`config.mk`:
```
export PLATFORM = sky130hd
export DESIGN_NAME = ch3_wave_gen_flat
export DESIGN_NICKNAME = d
export VERILOG_FILES = /design/src/rtl/ch3_wave_if.sv /design/src/rtl/ch3_wave_gen.sv /design/src/flat_wrapper.sv
export SDC_FILE = /design/constraint.sdc
export NUM_CORES = 1
export LEC_CHECK = 0
export ABC_AREA = 1
export CORE_AREA = 2 2 65 67
export CTS_CLUSTER_DIAMETER = 60
export CTS_CLUSTER_SIZE = 16
export DETAILED_ROUTE_END_ITERATION = 10
export DIE_AREA = 0 0 67 69
export PLACE_DENSITY = 0.78
export SYNTH_ARGS = -nofsm -noshare
export SYNTH_HDL_FRONTEND = slang
export SYNTH_SLANG_ARGS = --single-unit
```
`constraint.sdc`:
```
create_clock -name cery_2mhz -period 1.8 [get_ports cery_2mhz]
set_input_delay 0.18 -clock cery_2mhz [delete_from_list [all_inputs] [get_ports cery_2mhz]]
set_output_delay 0.18 -clock cery_2mhz [all_outputs]
set_load 0.01 [all_outputs]
```
`src/rtl/ch3_wave_if.sv`:
```
// Wave-RAM read port between the channel-3 playback engine and the wave RAM.
// Read data is expected one cycle after wave_rd is sampled high.
interface ch3_wave_if #(
    parameter int POS_W = 5
) ();
    logic             wave_rd;
    logic [POS_W-2:0] wave_addr;
    logic [7:0]       wave_data;

    modport master (output wave_rd, output wave_addr, input  wave_data);
    modport slave  (input  wave_rd, input  wave_addr, output wave_data);
endinterface

```
`src/rtl/ch3_wave_gen.sv`:
```
// Channel-3 wave playback: steps through 32 wave-RAM nibbles and drives the volume-shifted sample.
// Define CH3_LEN_CTR_EN to build in the length counter; without it the channel stops only on DAC off or reset.
module ch3_wave_gen #(
    parameter int FREQ_W = 11,
    parameter int POS_W  = 5,
    parameter int LEN_W  = 8
) (
    input  logic              cery_2mhz,
    input  logic              napu_reset,
    input  logic              ch3_trig,
    input  logic              ch3_dac_en,
    input  logic [FREQ_W-1:0] freq,
    input  logic [1:0]        vol,
    input  logic              len_en,
    input  logic              len_wr,
    input  logic [LEN_W-1:0]  len_load,
    input  logic              len_tick,
    ch3_wave_if.master        wave,
    output logic [3:0]        sample,
    output logic              ch3_active,
    output logic [POS_W-1:0]  wave_pos
);

    typedef enum logic [1:0] {IDLE, RUN, FETCH, LATCH} state_t;

    state_t            state;
    logic [FREQ_W-1:0] fcnt;
    logic              refetch;
    logic              trig_ok;
    logic              step;
    logic              len_expire;
    logic [POS_W-1:0]  pos_inc;
    logic [POS_W-1:0]  pos_nxt;
    logic [3:0]        nibble;

    function automatic logic [3:0] vol_shift(input logic [3:0] nib, input logic [1:0] code);
        case (code)
            2'd0:    return 4'd0;
            2'd1:    return nib;
            2'd2:    return nib >> 1;
            default: return nib >> 2;
        endcase
    endfunction

    assign trig_ok = ch3_trig && ch3_dac_en;
    assign step    = (state != IDLE) && (fcnt == '1);
    assign pos_inc = wave_pos + {{(POS_W-1){1'b0}}, 1'b1};
    assign pos_nxt = step ? pos_inc : wave_pos;
    assign nibble  = wave_pos[0] ? wave.wave_data[3:0] : wave.wave_data[7:4];

`ifdef CH3_LEN_CTR_EN
    logic [LEN_W:0] len_cnt;
    logic [LEN_W:0] len_nxt;

    // A trigger suppresses the same-cycle tick; the reload-if-zero rule sees the len_wr value.
    always_comb begin
        len_nxt    = len_cnt;
        len_expire = 1'b0;
        if (len_wr) begin
            len_nxt = {1'b1, {LEN_W{1'b0}}} - {1'b0, len_load};
        end else if (len_tick && len_en && (len_cnt != '0) && !trig_ok) begin
            len_nxt    = len_cnt - {{LEN_W{1'b0}}, 1'b1};
            len_expire = (len_cnt == {{LEN_W{1'b0}}, 1'b1});
        end
        if (trig_ok && (len_nxt == '0)) begin
            len_nxt = {1'b1, {LEN_W{1'b0}}};
        end
    end

    always_ff @(posedge cery_2mhz) begin
        if (!napu_reset) begin
            len_cnt <= '0;
        end else begin
            len_cnt <= len_nxt;
        end
    end
`else
    logic unused_len;
    assign unused_len = ^{len_wr, len_load, len_tick, len_en};
    assign len_expire = 1'b0;
`endif

    always_ff @(posedge cery_2mhz) begin
        if (!napu_reset) begin
            state          <= IDLE;
            fcnt           <= '0;
            wave_pos       <= '0;
            refetch        <= 1'b0;
            sample         <= 4'd0;
            ch3_active     <= 1'b0;
            wave.wave_rd   <= 1'b0;
            wave.wave_addr <= '0;
        end else if (!ch3_dac_en || (len_expire && !ch3_trig)) begin
            state        <= IDLE;
            refetch      <= 1'b0;
            sample       <= 4'd0;
            ch3_active   <= 1'b0;
            wave.wave_rd <= 1'b0;
        end else if (ch3_trig) begin
            state        <= RUN;
            fcnt         <= freq;
            wave_pos     <= '0;
            refetch      <= 1'b0;
            ch3_active   <= 1'b1;
            wave.wave_rd <= 1'b0;
        end else if (state != IDLE) begin
            fcnt         <= step ? freq : fcnt + {{(FREQ_W-1){1'b0}}, 1'b1};
            wave_pos     <= pos_nxt;
            wave.wave_rd <= 1'b0;
            case (state)
                RUN: begin
                    if (step) begin
                        state          <= FETCH;
                        wave.wave_rd   <= 1'b1;
                        wave.wave_addr <= pos_nxt[POS_W-1:1];
                    end
                end
                FETCH: begin
                    state <= LATCH;
                    if (step) refetch <= 1'b1;
                end
                LATCH: begin
                    sample <= vol_shift(nibble, vol);
                    // Position moved while the byte was in flight: fetch the new one straight away.
                    if (step || refetch) begin
                        state          <= FETCH;
                        refetch        <= 1'b0;
                        wave.wave_rd   <= 1'b1;
                        wave.wave_addr <= pos_nxt[POS_W-1:1];
                    end else begin
                        state <= RUN;
                    end
                end
                default: state <= IDLE;
            endcase
        end
    end

endmodule
```
`src/flat_wrapper.sv`:
```
// flat-port wrapper written by rule: the top's interface ports become plain ports
module ch3_wave_gen_flat 
#(
    parameter int FREQ_W = 11,
    parameter int POS_W  = 5,
    parameter int LEN_W  = 8
)
  (cery_2mhz, napu_reset, ch3_trig, ch3_dac_en, freq, vol, len_en, len_wr, len_load, len_tick, sample, ch3_active, wave_pos, wave_wave_rd, wave_wave_addr, wave_wave_data);
  ch3_wave_if #(.POS_W(POS_W)) wave_i ();
  input  logic cery_2mhz;
  input  logic napu_reset;
  input  logic ch3_trig;
  input  logic ch3_dac_en;
  input  logic [FREQ_W-1:0] freq;
  input  logic [1:0] vol;
  input  logic len_en;
  input  logic len_wr;
  input  logic [LEN_W-1:0] len_load;
  input  logic len_tick;
  output logic [3:0] sample;
  output logic ch3_active;
  output logic [POS_W-1:0] wave_pos;
  output wire logic [$bits(wave_i.wave_rd)-1:0] wave_wave_rd;
  output wire logic [$bits(wave_i.wave_addr)-1:0] wave_wave_addr;
  input wire logic [$bits(wave_i.wave_data)-1:0] wave_wave_data;
  assign wave_wave_rd = wave_i.wave_rd;
  assign wave_wave_addr = wave_i.wave_addr;
  assign wave_i.wave_data = wave_wave_data;
  ch3_wave_gen #(.FREQ_W(FREQ_W), .POS_W(POS_W), .LEN_W(LEN_W)) u_core (.cery_2mhz(cery_2mhz), .napu_reset(napu_reset), .ch3_trig(ch3_trig), .ch3_dac_en(ch3_dac_en), .freq(freq), .vol(vol), .len_en(len_en), .len_wr(len_wr), .len_load(len_load), .len_tick(len_tick), .wave(wave_i), .sample(sample), .ch3_active(ch3_active), .wave_pos(wave_pos));
endmodule
```
Word level (Yosys, flattened, before mapping)
Index checks and enable logic that the tools add are counted.

Add/sub/neg operators: 2. $mul: 0. Divide/modulo/power cells: 0. Magnitude comparators: 0. Equality and inequality tests: 10. Shift-type cells: 0. Muxes and demuxes: 22. Bitwise operators: 3. Reduce and logical (&&, ||, !) cells: 17.

Operators by type and width (count): $mux 11 (3); $mux 5 (3); $mux 4 (3); $pmux 4 s3 (1); $add 11x1->11 const B (1); $eq 11x11->1 const B (1); $reduce_bool 2->1 (5); $pmux 4 s2 (1); $reduce_and 2->1 (4); $eq 2x2->1 const B (3); $mux 1 (6); $ne 2x1->1 const B (3); $pmux 2 s3 (1); $reduce_and 3->1 (2); $reduce_and 6->1 (1); $add 5x1->5 const B (1); $eq 2x1->1 const B (2); $mux 2 (2); $pmux 1 s2 (2); $reduce_and 4->1 (1); $ne 3x2->1 const B (1); $not 1->1 (3); $reduce_or 3->1 (1); $logic_not 2->1 (1); other kinds (2) (2).

Register bits after elaboration: 29. Latch bits: 0. RAM bits: 0. Memory bits (read-only): 0. Output and inout bits: 15. Memories: 0.

Logic depth before layout (Yosys ltp)
Gate-level depths: netlist of the first run.

Depth in word-level cells: 7. Depth in mapped cells: 11.

Worst setup path after synthesis of the first run
No wires, ideal clock.

Path type: reg2reg. From: reg u_core.fcnt[0]. To: reg u_core.wave.wave_addr[0]. Library setup time: 113 ps. Arrival: 1336 ps. Required time: 1687 ps. Slack: 351 ps. Stages on the path, launching flop included: 11. Clock period less this slack: 1449 ps. Cell sequence: dfxtp_1 > ha_1 > nand2_2 > nor2_8 > nand3_4 > nand2_2 > nand3_2 > nor2_2 > nand2_1 > nand2_1 > nor2_1.

Longest elaborated chain between the ends: 5. Elaborated cells on any way between the ends: 10.

Ends and longest elaborated chain: from (decl) (line ch3_wave_gen.sv:27) `logic [FREQ_W-1:0] fcnt;`; from (signal assigned) (line ch3_wave_gen.sv:101) `fcnt <= freq;`; from (signal assigned) (line ch3_wave_gen.sv:107) `fcnt <= step ? freq : fcnt + {{(FREQ_W-1){1'b0}}, 1'b1};`; $eq 11x11->1 * (line ch3_wave_gen.sv:46) `assign step = (state != IDLE) && (fcnt == '1);`; $logic_and 1x1->1 * (line ch3_wave_gen.sv:46); $mux 5 or $logic_or 1x1->1 (tied branches) (line ch3_wave_gen.sv:48, ch3_wave_gen.sv:125); $mux 4, or another cell as far along (line ch3_wave_gen.sv:125) `if (step || refetch) begin`; $pmux 4 s2 or $reduce_and 6->1 (tied branches); to (signal assigned) (line ch3_wave_gen.sv:115) `wave.wave_addr <= pos_nxt[POS_W-1:1];`; to (signal assigned) (line ch3_wave_gen.sv:129) `wave.wave_addr <= pos_nxt[POS_W-1:1];`; to (decl) (line ch3_wave_if.sv:10) `modport master (output wave_rd, output wave_addr, input wave_data);`.

Every way passes the cells marked *; elsewhere a longest branch is shown, timed or not. The select of a mux whose other input is x is not followed. A chain may end at the register's enable or synchronous reset.

Worst setup path in the final report of the first run
From: reg u_core.fcnt[1]. To: reg u_core.fcnt[5].

Longest elaborated chain between the ends: 5. Elaborated cells on any way between the ends: 6.

Ends and longest elaborated chain: parallel branches: the longest is 2 deep, another holds $add 11x1->11; $mux 11 * (line ch3_wave_gen.sv:107); $mux 11 * (line ch3_wave_gen.sv:106) `end else if (state != IDLE) begin`; $mux 11 * (line ch3_wave_gen.sv:99) `end else if (ch3_trig) begin`.

Mark *: on every way between the ends. The select of a mux whose other input is x is not followed.

==> metrics.txt, run 1 <==
status finished clean; FF+latch count, synth 29; final instance area 2410 sq um; setup_tns 0 ns; CP Max Fanout 9; Vias/cell 5.00; final hold vios 0; Clock transition at path regs 0.06 ns; EDFF count, synth 0; largest cells by area after synthesis dfxtp_1, nand2_1, inv_1; crit path launch type flop; number of fill cells 388; Syn Inst Count 274; Relative slew margins 0.693; Area after DPL 2270 sq um; CP endpoint kind flop; Area growth syn-to-layout 32.5%; vias in the first global route 1,730; ratio of final minimum period to clock period 0.901; post-route ant nets 0; Post-CTS Hold Buffers 0; synthesized area 1820 sq um; vias 1,861; CP Data Required Time 2.02 ns; Die Wd 67 microns; met2 Usage GRT 0.319; die area 4620 sq um; Synth top area share 0.319; die height 69 microns; largest net degree at the start of global routing 17; Reg2Reg Depth 10; IO Pins 51; Tot Pwr 0.00161 W; antenna cells 0; Syn Nets 312; DRC violations left 0; Max-Cap Viols 0; All-Layer GR Usage 0.205; hold crit path type reg2reg; DR WL/cell 11.4 microns; CTS tree done; initial core utilization 0.465; area of the multi-input gates 1050 sq um; Slew Viols, Final 0; Sequential cell area 581 sq um; first-pass GRT wire length 7.51 mm; antenna violations before repair 0; critical path class reg2reg; Synth area leader dfxtp_1; Post-Route WL 4.23 mm; Synthesis Warnings 0; Leak 1.10 nW; Hold Path Stages 2; Core Box Area 3910 sq um; Nets 359; final core utilization 0.616; sequential share of the synthesized area 0.319; Core Rows 23; met3 GRT Util 0.0522; routability cong. 0.884; layout cells sized above 1 0.124; Final setup viols 0; ys async rst share 0; Max Clock Skew 0.00539 ns; most frequent cell after synthesis nand2_1; drt first pass iters 4; I/O Buffers 39; Clock Root Buffer clkbuf_8; most frequent cells after synthesis nand2_1, inv_1, dfxtp_1; clk_lat worst skew 0.29 ns; global route total overflow 0; 1st-iter DRT viols 140; grt met1 use 0.266; worst vdd ir 413 uV; achievable frequency 617 MHz; clock sink count 29; Min Clock Period, post-route 1.62 ns; worst hold slack 0.478 ns; HPWL Detailed 3.04 mm; GR peak layer met2; Pwr Density 668 nW/um^2; clock buffer depth 2; Worst-Margin Slew 0.460 ns; syn avg cell area 6.64 sq um; Num CTS Buffers 5; Critical Path AT 1.85 ns; post-synthesis cell type count 34; H-tree depth 2; most used flip-flop cell after synthesis dfxtp_1
-- metal layers --
metal	up-vias	wire length, microns
met3	12	255
met2	52	1950
met5	-	0
met1	821	1920
li1	976	-
met4	0	99
-- registers in the layout, summed over array words and instances, names as in the netlist --
name,cells
u_core.ch3_active,1
u_core.fcnt,11
u_core.refetch,1
u_core.sample,4
u_core.state,2
u_core.wave.wave_addr,4
u_core.wave.wave_rd,1
u_core.wave_pos,5
-- layout make-up --
cell class | instances | area share
clock inverter | 1 | 0.0125
multi-input combinational | 197 | 0.434
inverter | 41 | 0.0638
sequential | 29 | 0.241
tap | 50 | 0.0259
timing repair buffer | 47 | 0.187
clock buffer | 7 | 0.0358
-- cell usage in the layout, fill, tap and decap left out --
cell	instances
a21o_1	1
a21oi_2	2
bufinv_16	1
a22oi_1	1
xor2_1	4
nand2_4	1
ha_1	1
o21ai_1	1
nor3_1	4
o21ai_2	3
dfxtp_1	29
o21ai_0	10
inv_2	5
clkdlybuf4s50_1	39
nor2_1	25
o21a_1	1
o21bai_1	1
ha_2	1
nand3_1	21
buf_4	8
nand2_2	4
nand3b_1	4
nand4_4	1
nand2_1	72
a31oi_1	2
nand3_2	1
nor2_2	2
clkbuf_1	1
clkbuf_8	6
nor2_8	2
inv_1	36
nor2_4	2
xnor2_1	1
o211ai_1	3
a21oi_1	19
nand3_4	1
nand4_1	6
-- per-stage QoR --
step	setup WS, ns	instances
after global routing	-0.00106	372
after global placement	0.160	362
after detailed placement	0.135	362
after CTS	0.121	370
final	0.178	372
after floorplan	0.351	274
-- worst paths after layout --
check                                        from                 to  slack [ns]
worst max register to register     u_core.fcnt[1]     u_core.fcnt[5]        0.18
worst min-delay path            u_core.ch3_active  u_core.ch3_active        0.48
worst min register to register  u_core.ch3_active  u_core.ch3_active        0.48
worst max-delay path               u_core.fcnt[1]     u_core.fcnt[5]        0.18
-- where the power goes --
group / internal [W] / total [W] / switching [W]
Combinational: 0.000106 / 0.000218 / 0.000112
Sequential: 0.000663 / 0.000686 / 0.0000220
Clock: 0.000451 / 0.000707 / 0.000256
Total: 0.00122 / 0.00161 / 0.000390
-- worst max-delay path, stage by stage (launching register included) --
cell      delay, ns
dfxtp_1        0.37
ha_2           0.23
nand2_2        0.10
nor2_8         0.15
nand4_4        0.15
buf_4          0.22
nand3b_1       0.09
nand2_1        0.05
nand2_1        0.07
nand2_1        0.06
nor2_1         0.07
-- repair_timing --
action	4_1_cts	5_1_grt
buffers inserted	0	2
endpoints found under the setup margin	0	12
resized for setup	0	2
-- kinds of logic after synthesis --
| logic type | after synthesis | synth area share |
|---|---|---|
| flip-flops | 29 | 0.319 |
| AND/OR/NAND/NOR | 146 | 0.391 |
| XOR/XNOR | 5 | 0.0241 |
| AO/OA/AOI/OAI | 44 | 0.142 |
| adder cells (fa/ha/maj) | 2 | 0.0138 |
| buffers and inverters | 48 | 0.109 |
Power figures use the tool's default switching activity.
==> run 2, diff against run 1 <==
Settings changed: SKIP_CTS_REPAIR_TIMING set to 1.
==> results of run 2 <==
No change in the layout: final DEF, timing and power equal those of run 1.
==> variant: new RTL, config.mk and constraints of run 2 <==
`POS_W` is set to 5 in 3 places; all go to 7.
--- a/src/rtl/ch3_wave_if.sv
+++ b/src/rtl/ch3_wave_if.sv
@@ -1,7 +1,7 @@
 // Wave-RAM read port between the channel-3 playback engine and the wave RAM.
 // Read data is expected one cycle after wave_rd is sampled high.
 interface ch3_wave_if #(
-    parameter int POS_W = 5
+    parameter int POS_W = 7
 ) ();
     logic             wave_rd;
     logic [POS_W-2:0] wave_addr;
--- a/src/rtl/ch3_wave_gen.sv
+++ b/src/rtl/ch3_wave_gen.sv
@@ -2,7 +2,7 @@
 // Define CH3_LEN_CTR_EN to build in the length counter; without it the channel stops only on DAC off or reset.
 module ch3_wave_gen #(
     parameter int FREQ_W = 11,
-    parameter int POS_W  = 5,
+    parameter int POS_W  = 7,
     parameter int LEN_W  = 8
 ) (
     input  logic              cery_2mhz,
--- a/src/flat_wrapper.sv
+++ b/src/flat_wrapper.sv
@@ -2,7 +2,7 @@
 module ch3_wave_gen_flat 
 #(
     parameter int FREQ_W = 11,
-    parameter int POS_W  = 5,
+    parameter int POS_W  = 7,
     parameter int LEN_W  = 8
 )
   (cery_2mhz, napu_reset, ch3_trig, ch3_dac_en, freq, vol, len_en, len_wr, len_load, len_tick, sample, ch3_active, wave_pos, wave_wave_rd, wave_wave_addr, wave_wave_data);
Interface: changed (resized wave_pos and wave_wave_addr); port bits go from 51 to 55. The function was not compared with the original's and may differ.
==> variant against run 2 <==
  * Sequential power increased by 12%
  * Area after synthesis increased by 14%
  * Sequential cell count rose by 4
  * Core utilization rose by 7.1 points
  * Routed wire length is 15% higher
  * Cell area rose by 12%
  * Power grew 0.86%
  * Worst setup slack worse by 14 ps
==> variant: results <==
[status]
status = completed

[synthesis]
synth_area_leaders = dfxtp_1, nand2_1, inv_1, nand3_1, nor2_1
synth_cells = 319
synth_common_cells = nand2_1, inv_1, dfxtp_1, nand3_1, nor2_1
ys_async_sr_fraction_pct = 0
synth_seq_area_share_pct = 31.90
yosysUniqueCellTypes = 33
synth_nets = 357

[drt]
routed_wl_um = 4850
drt-initial-drc-count = 109
viasPerCell = 5.125
wl_per_cell_um = 11.47

[grt]
track_usage_pct = 23.43
grt_pass1_vias = 1949
grt_max_degree = 16
grt_pass1_wl_um = 8500
antenna_found_initial = 0

[power_and_ir_drop]
leakage_nw = 1.180
vdd_drop_max_uv = 552.1

[place]
dp.cells = 415
gp_congestion = 0.8825
portBuffers = 43

[cells_and_area]
fin_nets = 410
reg.largest.list = u_core.fcnt: 11 flops, u_core.wave_pos: 7 flops, u_core.wave.wave_addr: 6 flops
drive_gt1_share_pct = 11.80

[setup_path]
reg2reg_depth = 8
critPathMaxFanout = 15
cp.arrival_ps = 1870

[sta]
clock_skew_ps = 4.283
tightest_slew_ps = 490.7
==> variant: final cells by class <==
cell class              count  area [sq um]
clock inverters             1         5.005
clock buffers               7         96.34
multi-input cells         235          1187
inverters                  43         161.4
flip-flops and latches     33         660.6
repair buffers             54         516.7
fillers                   355          1224
well taps                  50         62.56
==> variant: routing by layer <==
| layer | global-route usage [%] | vias to the layer above | share of wire (%) |
|---|---|---|---|
| met5 | 0 | - | 0 |
| met4 | 8.844 | 0 | 1.4 |
| met3 | 6.199 | 7 | 4.1 |
| met2 | 36.85 | 45 | 48 |
| met1 | 30.21 | 985 | 46 |
| li1 | - | 1131 | - |
==> variant: per-stage QoR <==
step / instance area [sq um] / setup WS (ps) / power [mW]
after floorplan: 2071 / 291.1 / 0.9044
after global placement: 2580 / 165.7 / 1.004
after detailed placement: 2580 / 134.2 / 1.008
after CTS: 2681 / 118.4 / 1.633
after global routing: 2690 / 15.73 / 1.696
final: 2690 / 164.0 / 1.624
==> variant: final timing paths <==
kind	from	end	slack, ps
setup / recovery	u_core.fcnt[1]	u_core.wave_pos[4]	160
hold / removal	u_core.sample[3]	u_core.sample[3]	470
setup reg to reg	u_core.fcnt[1]	u_core.wave_pos[4]	160
hold reg to reg	u_core.sample[3]	u_core.sample[3]	470
==> variant: kinds of logic after synthesis <==
| logic type | count (synthesis) | share of synthesized area, % |
|---|---|---|
| and+or+nand+nor | 184 | 40.42 |
| buffers and inverters | 51 | 11.00 |
| AOI/OAI and AO/OA | 45 | 13.78 |
| DFF | 33 | 31.90 |
| xor gates and xnor gates | 4 | 1.692 |
| adders and majority gates | 2 | 1.208 |
==> variant: worst max-delay path, stage by stage (launching register included) <==
cell and delay (ps):
dfxtp_1 360, ha_1 200, nand2_1 110, nor2_4 130, nand4_4 180, buf_6 220
o21ai_2 160, nand2_1 80, a21oi_2 110
==> variant: power by group <==
group / internal (mW) / switching (mW)
registers: 0.750 / 0.0181
logic: 0.110 / 0.114
clock network: 0.346 / 0.286
total: 1.21 / 0.418
